[src/rtl/avalon_msg_limiter_pkg.sv]
// Shared types for the Avalon-ST message length limiter.
`timescale 1ns/1ps
package avalon_msg_limiter_pkg;

    typedef enum logic [1:0] {
        IDLE,
        IN_MSG,
        DROP
    } msg_lim_state_t;

endpackage

[src/rtl/avalon_st_if.sv]
// Avalon-ST beat bundle shared by the enforcer and limiter stages.
`timescale 1ns/1ps
interface avalon_st_if #(
    parameter int DATA_WIDTH_IN_BYTES = 16
);
    // A one-byte beat still carries a 1-bit empty field so the port never vanishes.
    localparam int EMPTY_W = (DATA_WIDTH_IN_BYTES > 1) ? $clog2(DATA_WIDTH_IN_BYTES) : 1;

    logic [8*DATA_WIDTH_IN_BYTES-1:0] data;
    logic                             valid;
    logic                             sop;
    logic                             eop;
    logic [EMPTY_W-1:0]               empty;
    logic                             rdy;

    modport master (output data, valid, sop, eop, empty, input rdy);
    modport slave  (input data, valid, sop, eop, empty, output rdy);
endinterface

[src/rtl/avalon_msg_limiter.sv]
// Caps each Avalon-ST message at MAX_MSG_WORDS beats, forcing eop on the last
// permitted beat and silently draining the rest of an over-long message.
`timescale 1ns/1ps
module avalon_msg_limiter
    import avalon_msg_limiter_pkg::*;
#(
    parameter int DATA_WIDTH_IN_BYTES = 16,
    parameter int MAX_MSG_WORDS       = 64
) (
    input  logic                                 clk,
    input  logic                                 rst,
    avalon_st_if.slave                           enforced_msg,
    avalon_st_if.master                          limited_msg,
    output logic                                 truncated_indi,
    output logic [$clog2(MAX_MSG_WORDS+1)-1:0]   msg_len_words,
    output logic                                 msg_len_vld
);

    localparam int                 CNT_W     = $clog2(MAX_MSG_WORDS + 1);
    localparam logic [CNT_W-1:0]   LIMIT_IDX = CNT_W'(MAX_MSG_WORDS - 1);

    msg_lim_state_t   state;
    msg_lim_state_t   next_state;
    logic [CNT_W-1:0] word_cnt;
    logic             at_limit;
    logic             force_eop;
    logic             out_xfer;

    // A limit beat that already carries eop is a natural end, not a truncation.
    assign at_limit = (word_cnt == LIMIT_IDX) && !enforced_msg.eop;
    assign out_xfer = limited_msg.valid && limited_msg.rdy;

    // NOTE: every output of this block is given a default first, so no path
    // through the case leaves a signal unassigned and no latch is inferred.
    always_comb begin
        next_state         = state;
        force_eop          = 1'b0;
        limited_msg.data   = enforced_msg.data;
        limited_msg.sop    = enforced_msg.sop;
        limited_msg.eop    = enforced_msg.eop;
        limited_msg.empty  = enforced_msg.empty;
        limited_msg.valid  = enforced_msg.valid;
        enforced_msg.rdy   = limited_msg.rdy;

        if (rst) begin
            limited_msg.valid = 1'b0;
            enforced_msg.rdy  = 1'b0;
        end else begin
            case (state)
                IDLE, IN_MSG: begin
                    if (at_limit) begin
                        force_eop         = 1'b1;
                        limited_msg.eop   = 1'b1;
                        limited_msg.empty = '0;
                    end
                    if (enforced_msg.valid && limited_msg.rdy) begin
                        if (force_eop) begin
                            next_state = DROP;
                        end else if (enforced_msg.eop) begin
                            next_state = IDLE;
                        end else begin
                            next_state = IN_MSG;
                        end
                    end
                end
                DROP: begin
                    limited_msg.valid = 1'b0;
                    enforced_msg.rdy  = 1'b1;
                    if (enforced_msg.valid && enforced_msg.eop) begin
                        next_state = IDLE;
                    end
                end
                default: begin
                    next_state = IDLE;
                end
            endcase
        end
    end

    // NOTE: state registers use non-blocking assignments so every flop samples
    // the pre-edge values regardless of statement order.
    always_ff @(posedge clk) begin
        if (rst) begin
            state          <= IDLE;
            word_cnt       <= '0;
            truncated_indi <= 1'b0;
            msg_len_words  <= '0;
            msg_len_vld    <= 1'b0;
        end else begin
            state          <= next_state;
            truncated_indi <= 1'b0;
            msg_len_vld    <= 1'b0;
            if (out_xfer) begin
                if (limited_msg.eop) begin
                    msg_len_words  <= word_cnt + CNT_W'(1);
                    msg_len_vld    <= 1'b1;
                    truncated_indi <= force_eop;
                    word_cnt       <= '0;
                end else begin
                    word_cnt <= word_cnt + CNT_W'(1);
                end
            end
        end
    end

endmodule

[src/flat_wrapper.sv]
// flat-port wrapper written by rule: the top's interface ports become plain ports
module avalon_msg_limiter_flat import avalon_msg_limiter_pkg::*;
#(
    parameter int DATA_WIDTH_IN_BYTES = 16,
    parameter int MAX_MSG_WORDS       = 64
)
  (clk, rst, truncated_indi, msg_len_words, msg_len_vld, enforced_msg_data, enforced_msg_valid, enforced_msg_sop, enforced_msg_eop, enforced_msg_empty, enforced_msg_rdy, limited_msg_data, limited_msg_valid, limited_msg_sop, limited_msg_eop, limited_msg_empty, limited_msg_rdy);
  avalon_st_if #(.DATA_WIDTH_IN_BYTES(DATA_WIDTH_IN_BYTES)) enforced_msg_i ();
  avalon_st_if #(.DATA_WIDTH_IN_BYTES(DATA_WIDTH_IN_BYTES)) limited_msg_i ();
  input  logic clk;
  input  logic rst;
  output logic truncated_indi;
  output logic [$clog2(MAX_MSG_WORDS+1)-1:0] msg_len_words;
  output logic msg_len_vld;
  input wire logic [$bits(enforced_msg_i.data)-1:0] enforced_msg_data;
  input wire logic [$bits(enforced_msg_i.valid)-1:0] enforced_msg_valid;
  input wire logic [$bits(enforced_msg_i.sop)-1:0] enforced_msg_sop;
  input wire logic [$bits(enforced_msg_i.eop)-1:0] enforced_msg_eop;
  input wire logic [$bits(enforced_msg_i.empty)-1:0] enforced_msg_empty;
  output wire logic [$bits(enforced_msg_i.rdy)-1:0] enforced_msg_rdy;
  output wire logic [$bits(limited_msg_i.data)-1:0] limited_msg_data;
  output wire logic [$bits(limited_msg_i.valid)-1:0] limited_msg_valid;
  output wire logic [$bits(limited_msg_i.sop)-1:0] limited_msg_sop;
  output wire logic [$bits(limited_msg_i.eop)-1:0] limited_msg_eop;
  output wire logic [$bits(limited_msg_i.empty)-1:0] limited_msg_empty;
  input wire logic [$bits(limited_msg_i.rdy)-1:0] limited_msg_rdy;
  assign enforced_msg_i.data = enforced_msg_data;
  assign enforced_msg_i.valid = enforced_msg_valid;
  assign enforced_msg_i.sop = enforced_msg_sop;
  assign enforced_msg_i.eop = enforced_msg_eop;
  assign enforced_msg_i.empty = enforced_msg_empty;
  assign enforced_msg_rdy = enforced_msg_i.rdy;
  assign limited_msg_data = limited_msg_i.data;
  assign limited_msg_valid = limited_msg_i.valid;
  assign limited_msg_sop = limited_msg_i.sop;
  assign limited_msg_eop = limited_msg_i.eop;
  assign limited_msg_empty = limited_msg_i.empty;
  assign limited_msg_i.rdy = limited_msg_rdy;
  avalon_msg_limiter #(.DATA_WIDTH_IN_BYTES(DATA_WIDTH_IN_BYTES), .MAX_MSG_WORDS(MAX_MSG_WORDS)) u_core (.clk(clk), .rst(rst), .enforced_msg(enforced_msg_i), .limited_msg(limited_msg_i), .truncated_indi(truncated_indi), .msg_len_words(msg_len_words), .msg_len_vld(msg_len_vld));
endmodule
[config.mk]
export PLATFORM = sky130hd
export DESIGN_NAME = avalon_msg_limiter_flat
export DESIGN_NICKNAME = d
export VERILOG_FILES = /design/src/rtl/avalon_msg_limiter_pkg.sv /design/src/rtl/avalon_st_if.sv /design/src/rtl/avalon_msg_limiter.sv /design/src/flat_wrapper.sv
export SDC_FILE = /design/constraint.sdc
export NUM_CORES = 1
export LEC_CHECK = 0
export CORE_AREA = 4 4 108 110
export CTS_BUF_LIST = sky130_fd_sc_hd__clkbuf_4
export CTS_CLUSTER_SIZE = 30
export DETAILED_ROUTE_END_ITERATION = 10
export DIE_AREA = 0 0 112 114
export HOLD_SLACK_MARGIN = 0.15
export PLACE_DENSITY = 0.62
export SLEW_MARGIN = 10
export SYNTH_ARGS = -nofsm -noshare
export SYNTH_HDL_FRONTEND = slang
export SYNTH_SLANG_ARGS = --single-unit
[constraint.sdc]
create_clock -name clk -period 2 [get_ports clk]
set_clock_uncertainty 0.1 [all_clocks]
set_input_delay 0.2 -clock clk [delete_from_list [all_inputs] [get_ports clk]]
set_output_delay 0.2 -clock clk [all_outputs]
set_load 0.005 [all_outputs]
==> results of run 1 <==
==> power by group through the flow <==
stage	Sequential [W]	Clock (W)	Combinational (W)
6_report	0.000368	0.000198	0.000107
5_1_grt	0.000369	0.000213	0.000116
4_1_cts	0.000369	0.000205	0.000102
3_5_place_dp	0.000376	0	0.000103
3_3_place_gp	0.000376	0	0.000101
2_1_floorplan	0.000376	0	0.000248
==> area by class of cell <==
type                            instances  area, sq um  share of cell area [%]
Clock buffer                            3         22.5                    1.47
Sequential cell                        18          367                    23.9
Antenna cell                            1         2.50                   0.163
Timing Repair Buffer                   49          419                    27.4
Tap cell                              140          175                    11.4
Multi-Input combinational cell         82          534                    34.9
Inverter                                2         7.51                   0.490
Clock inverter                          1         3.75                   0.245
==> layout by cell type, fill, tap and decap left out, drive strengths merged <==
cell            n
nor3b           1
inv             2
nand2           9
nor2b           5
clkdlybuf4s50  19
a21oi          13
a22oi           2
clkinv          1
clkdlybuf4s15   1
diode           1
dlygate4sd2     1
dfxtp          18
and2            1
nor2            9
nor3            3
a211oi          3
nand3           9
xnor2           3
clkbuf          3
nor4            2
and3            1
or4             4
nor4b           1
or3             2
or2             2
and3b           1
ha              1
o21ai           4
xor2            1
a311oi          1
a31oi           4
buf            28
==> through the flow <==
stage	instances	total power, W	setup TNS (ns)	util (%)	worst slack [ns]
floorplan	237	0.000624	0	-	0.00262
global placement	287	0.000477	0	13.3	0.0471
detailed placement	287	0.000479	-0.0109	13.3	-0.00714
CTS	292	0.000675	-0.0129	13.8	-0.0129
global route	296	0.000699	-0.0774	14.3	-0.0428
finish	296	0.000673	0	14.3	0.0255
==> layer usage <==
layer | up-vias | GRT usage [%] | share of wire (%)
met3 | 73 | 2.65 | 14
met4 | 0 | 10.0 | 13
met1 | 499 | 5.28 | 30
li1 | 486 | - | -
met2 | 85 | 8.23 | 42
met5 | - | 0 | 0
==> logic make-up after synthesis <==
| logic type | count (synthesis) | synth area share [%] |
|---|---|---|
| AND/OR/NAND/NOR | 50 | 14.3 |
| AO/OA/AOI/OAI | 27 | 9.26 |
| buffers and inverters | 137 | 54.5 |
| adder cells (fa/ha/maj) | 1 | 0.676 |
| XOR/XNOR | 4 | 1.89 |
| flip-flops | 18 | 19.5 |
==> final timing paths <==
| kind | startpoint | slack (ns) | cells past startpoint | to |
|---|---|---|---|---|
| hold reg to reg | u_core.msg_len_words[1] | 0.41 | 2 | u_core.msg_len_words[1] |
| setup / recovery | u_core.word_cnt[1] | 0.03 | 8 | u_core.word_cnt[4] |
| hold / removal | enforced_msg_data[10] | 0.30 | 0 | limited_msg_data[10] |
| setup reg to reg | u_core.word_cnt[1] | 0.03 | 8 | u_core.word_cnt[4] |
==> state kept, by name, summed over array words and instances (netlist names) <==
signal / flops
u_core.truncated_indi: 1
u_core.word_cnt: 7
u_core.msg_len_vld: 1
u_core.state: 2
u_core.msg_len_words: 7
==> synthesized netlist by cell type (all sizes together) (3+ instances only) <==
cell type	instances	area [sq um]
o21ai	4	20.0
buf	132	990
nand3	9	45.0
a21oi	13	65.1
nor3	3	15.0
dfxtp	18	360
xnor2	3	26.3
a31oi	4	40.0
nand2	9	33.8
clkbuf	3	11.3
or4	4	30.0
nor2	9	33.8
nor2b	5	31.3
a211oi	3	22.5
==> critical path, cell delays in order (launching register included) <==
cell and delay, ns:
dfxtp_2 0.35, ha_4 0.16, and3_4 0.18, buf_6 0.13, a31oi_4 0.19, inv_2 0.08, buf_6 0.13, or4_4 0.48
a21oi_2 0.14
==> what timing repair did <==
action                     CTS  global route
buffers inserted             1             3
setup endpoints to repair    6             6
pin swaps                    4             5
gates resized for setup     25             8
==> summary.txt, run 1 <==
Power
  – Flop pwr share: 54.7%
  – Worst vdd ir: 147 uV
  – PwrDens: 440 mW/mm^2
  – Internal Power: 0.000497 W
  – Clock power frac: 29.5%
  – Pleak: 0.505 nW
  – Switching power: 0.000177 W
  – Switching Share: 26.2%
  – Combinational power share: 15.8%

Logic synthesis
  – Post-synthesis async set-or-reset flop share: 0%
  – Synth Warn #: 0
  – Syn avg cell area: 7.81 sq um
  – Seq/Total Area, Yosys: 19.5%
  – Cell variety after synth: 31
  – Synth Net Count: 376
  – Mapped cell area: 0.00185 sq mm
  – Yosys reg bits: 18
  – Top_reg_cell synth: dfxtp_1
  – EDFF count, synth: 0
  – Cells after Synth: 237

Route
  – DRC errors left: 0
  – Routed vias/inst: 3.86
  – Drt total wl: 4130 microns
  – Initial DRC count: 32
  – Remaining antenna violation count: 0
  – DR WL/cell: 13.9 microns
  – DR vias: 1143
  – Drt first pass iters: 4

Global routing
  – First-pass GRT wire length: 5910 microns
  – GR Util All Layers: 6.06%
  – Initial antenna violation count: 1
  – GR Overflow Total: 0
  – Largest net degree at the start of global routing: 16
  – Vias in the first global route: 1093

Floorplan
  – Cell row count: 38
  – Die width: 112 microns
  – Initial core utilization: 17.3%
  – Die Span Y: 114 microns
  – I/O pins: 283
  – Die area: 0.0128 sq mm
  – Core area: 0.0107 sq mm

STA
  – FMAX: 506 MHz
  – Hold Violations, Final: 0
  – Max Slew Vio Count: 0
  – Crit path time final: 1.97 ns
  – Final setup fails: 0
  – Slew headroom: 80.1%
  – Crit share post-route: 98.7%
  – Worst hold slack: 0.300 ns
  – RSZ-0062 raised after global routing: true
  – Worst slew pin tran: 0.297 ns

Setup path
  – Setup crit end kind: register
  – Setup CP Type: register to register
  – Startpoint types: register
  – Worst EP required: 2.15 ns
  – Critical path arrival: 2.13 ns
  – Max FO, Critical Path: 5

Clocking
  – Clk sinks: 18
  – Clk slew on worst S/H paths: 0.12 ns
  – Clock root buffer: clkbuf_4
  – H-tree Lvls: 1
  – Hold_buf cts: 0
  – Worst-Skew Late Latency: 0.31 ns
  – CTS tree: yes
  – Clock Path Buffers: 2
  – Cts bufs inserted: 3

Run
  – Max-Cap Viols: 0

Finish
  – Post-route design area: 0.00153 sq mm
  – P&R area growth vs syn: -17.3%
  – Final net count: 295
  – Fillcell total: 1195
  – Fraction of layout cells with a size suffix above 1: 31.6%

Place
  – Port buffer count: 24
  – GPL Wtd Cong: 0.836
  – Hpwl dp: 3130 microns
  – Post-DP Area: 0.00142 sq mm

Outcome
  – Run status: finished, final reports clean

Min path
  – Min-delay worst type: primary input to output pin
(Power assumes the default switching activity.)
==> run 2: changes to the inputs <==
--- a/config.mk
+++ b/config.mk
@@ -5,13 +5,13 @@
 export SDC_FILE = /design/constraint.sdc
 export NUM_CORES = 1
 export LEC_CHECK = 0
-export CORE_AREA = 4 4 108 110
+export CORE_AREA = 5 5 106 108
 export CTS_BUF_LIST = sky130_fd_sc_hd__clkbuf_4
 export CTS_CLUSTER_SIZE = 30
 export DETAILED_ROUTE_END_ITERATION = 10
-export DIE_AREA = 0 0 112 114
+export DIE_AREA = 0 0 111 113
 export HOLD_SLACK_MARGIN = 0.15
-export PLACE_DENSITY = 0.62
+export PLACE_DENSITY = 0.66
 export SLEW_MARGIN = 10
 export SYNTH_ARGS = -nofsm -noshare
 export SYNTH_HDL_FRONTEND = slang
==> run 2 against run 1 <==
  * Critical path depth unchanged
  * Sequential power about the same
  * Sequential share of layout area down 0.18 points
  * Combinational power about the same
  * Routed wire length down 8.8%
  * Clock-buffer cell count unchanged
  * Critical path type unchanged
  * Worst setup slack better by 0.023 ns
  * Die area down 1.8%
  * Highest routed layer unchanged
==> summary.txt, run 2 (same netlist as run 1, synthesis figures left out) <==
STA
  – RSZ-0062 raised after global routing: false
  – Setup TNS: 0 ns
  – Crit path time final: 1.95 ns
  – Crit share post-route: 97.6%
  – Slew headroom: 75.7%
  – FMAX: 513 MHz
  – Final setup fails: 0
  – Worst slew pin tran: 0.359 ns
  – Max Slew Vio Count: 0
  – Hold Violations, Final: 0

Global routing
  – Initial antenna violation count: 0
  – First-pass GRT wire length: 5720 microns
  – GR Overflow Total: 0
  – Largest net degree at the start of global routing: 16
  – Vias in the first global route: 1081
  – GR Util All Layers: 5.83%

Route
  – Drt total wl: 3760 microns
  – DRC errors left: 0
  – Remaining antenna violation count: 0
  – Drt first pass iters: 4
  – Routed vias/inst: 3.82
  – Initial DRC count: 36
  – DR WL/cell: 12.8 microns
  – DR vias: 1119

Floorplan
  – Die area: 0.0125 sq mm
  – Die Span Y: 113 microns
  – Core area: 0.0101 sq mm
  – Cell row count: 37
  – Die width: 111 microns
  – I/O pins: 283
  – Initial core utilization: 18.3%

Setup path
  – Crit. Startpoint: u_core.word_cnt[1]
  – R2R depth: 8
  – Max FO, Critical Path: 5
  – Setup CP Type: register to register
  – Worst r2r dst: u_core.word_cnt[4]
  – Reg2Reg Setup Slack: 0.05 ns
  – Critical path arrival: 2.08 ns
  – Startpoint types: register
  – Crit path to: u_core.word_cnt[4]
  – Setup crit end kind: register
  – Worst EP required: 2.13 ns
  – Reg2reg start: u_core.word_cnt[1]

Finish
  – Largest regs: u_core.msg_len_words: 7 flops, u_core.word_cnt: 7 flops, u_core.state: 2 flops
  – Diode count: 0
  – Reg area: 364 sq um
  – Post-layout util: 15.1%
  – P&R area growth vs syn: -17.2%
  – Fraction of layout cells with a size suffix above 1: 30.6%
  – Commonest non-fill, non-tap cell in the layout: buf_4
  – Multi-input gate area: 528 sq um
  – Final net count: 297
  – Most frequent cells in the layout: buf_4 (25), clkdlybuf4s50_1 (18), dfxtp_1 (15)
  – Fillcell total: 1131

Clocking
  – H-tree Lvls: 1
  – Worst-Skew Late Latency: 0.29 ns
  – Clock Path Buffers: 2
  – Clk slew on worst S/H paths: 0.10 ns
  – CTS tree: yes
  – Clock root buffer: clkbuf_4
  – Cts bufs inserted: 3
  – Clk sinks: 18

Power
  – PwrDens: 432 mW/mm^2
  – Pleak: 0.524 nW
  – Worst vdd ir: 176 uV

Min path
  – Min-delay worst type: primary input to register

Place
  – Port buffer count: 24
  – GPL Wtd Cong: 0.810
  – Hpwl dp: 2880 microns

Outcome
  – Run status: finished, final reports clean

Run
  – Max-Cap Viols: 0
-- run 2: cell count changes in the layout (fill, tap and decap cells not counted), sizes merged --
cell / change
diode: -1
clkdlybuf4s50: -1
buf: +2
dlymetal6s2s: +1
-- run 2: cell type report --
type	instances	share of cell area, %
multi-input combinational	82	34.4
timing repair buffer	51	28.5
sequential	18	23.8
tap	136	11.1
clock buffer	3	1.47
inverter	2	0.490
clock inverter	1	0.245
-- run 2: how the worst min path moves through the flow --
stage          cells past startpoint  slack [ns]              startpoint               endpoint
2_1_floorplan                      3        0.29      enforced_msg_valid        u_core.state[1]
3_3_place_gp                       0        0.30  enforced_msg_data[100]  limited_msg_data[100]
3_5_place_dp                       0        0.30  enforced_msg_data[100]  limited_msg_data[100]
4_1_cts                            0        0.30  enforced_msg_data[100]  limited_msg_data[100]
5_1_grt                            2        0.17                     rst        u_core.state[1]
6_report                           2        0.16                     rst        u_core.state[1]
-- run 2: stage by stage --
stage                     hold WS, ns  cells  worst slack (ns)  total power [W]  cell area, sq um
final                           0.156    293            0.0488         0.000662              1530
after global routing            0.171    293           0.00176         0.000702              1530
after CTS                       0.300    293           0.00554         0.000665              1510
after detailed placement        0.300    285           -0.0469         0.000480              1430
after global placement          0.300    285            0.0152         0.000479              1430
after floorplan                 0.290    237           0.00262         0.000624              1850
-- run 2: per-layer routing --
layer / routed length, microns / global-route usage [%]
met1: 1290 / 5.61
met3: 542 / 3.80
met2: 1510 / 7.56
met4: 425 / 7.22
met5: 0 / 0
-- run 2: critical path: stages, from the launching register on --
cell and delay, ns:
dfxtp_2 0.35, ha_4 0.16, and3_4 0.15, buf_6 0.12, a31oi_4 0.18, inv_2 0.07
buf_6 0.13, or4_4 0.48, a21oi_2 0.15
-- run 2: timing repair --
item                       4_1_cts  5_1_grt
gates resized for setup         25        7
buffers inserted                 4        0
setup endpoints to repair        6        9
hold buffers                     0        0
pin swaps                        3        7
-- run 2: where the power goes --
| part | internal, W | leakage, nW | switching [W] | total, W |
|---|---|---|---|---|
| registers | 0.000364 | 0.147 | 0.00000371 | 0.000368 |
| clock network | 0.0000726 | 0.0154 | 0.000116 | 0.000189 |
| logic | 0.0000578 | 0.362 | 0.0000467 | 0.000104 |
==> run 3: changes to the inputs <==
--- a/config.mk
+++ b/config.mk
@@ -10,7 +10,7 @@
 export CTS_CLUSTER_SIZE = 30
 export DETAILED_ROUTE_END_ITERATION = 10
 export DIE_AREA = 0 0 111 113
-export HOLD_SLACK_MARGIN = 0.15
+export HOLD_SLACK_MARGIN = 0.08
 export PLACE_DENSITY = 0.66
 export SLEW_MARGIN = 10
 export SYNTH_ARGS = -nofsm -noshare
==> results of run 3 <==
Same layout as run 2: the final DEF is identical, and so are final timing and power.
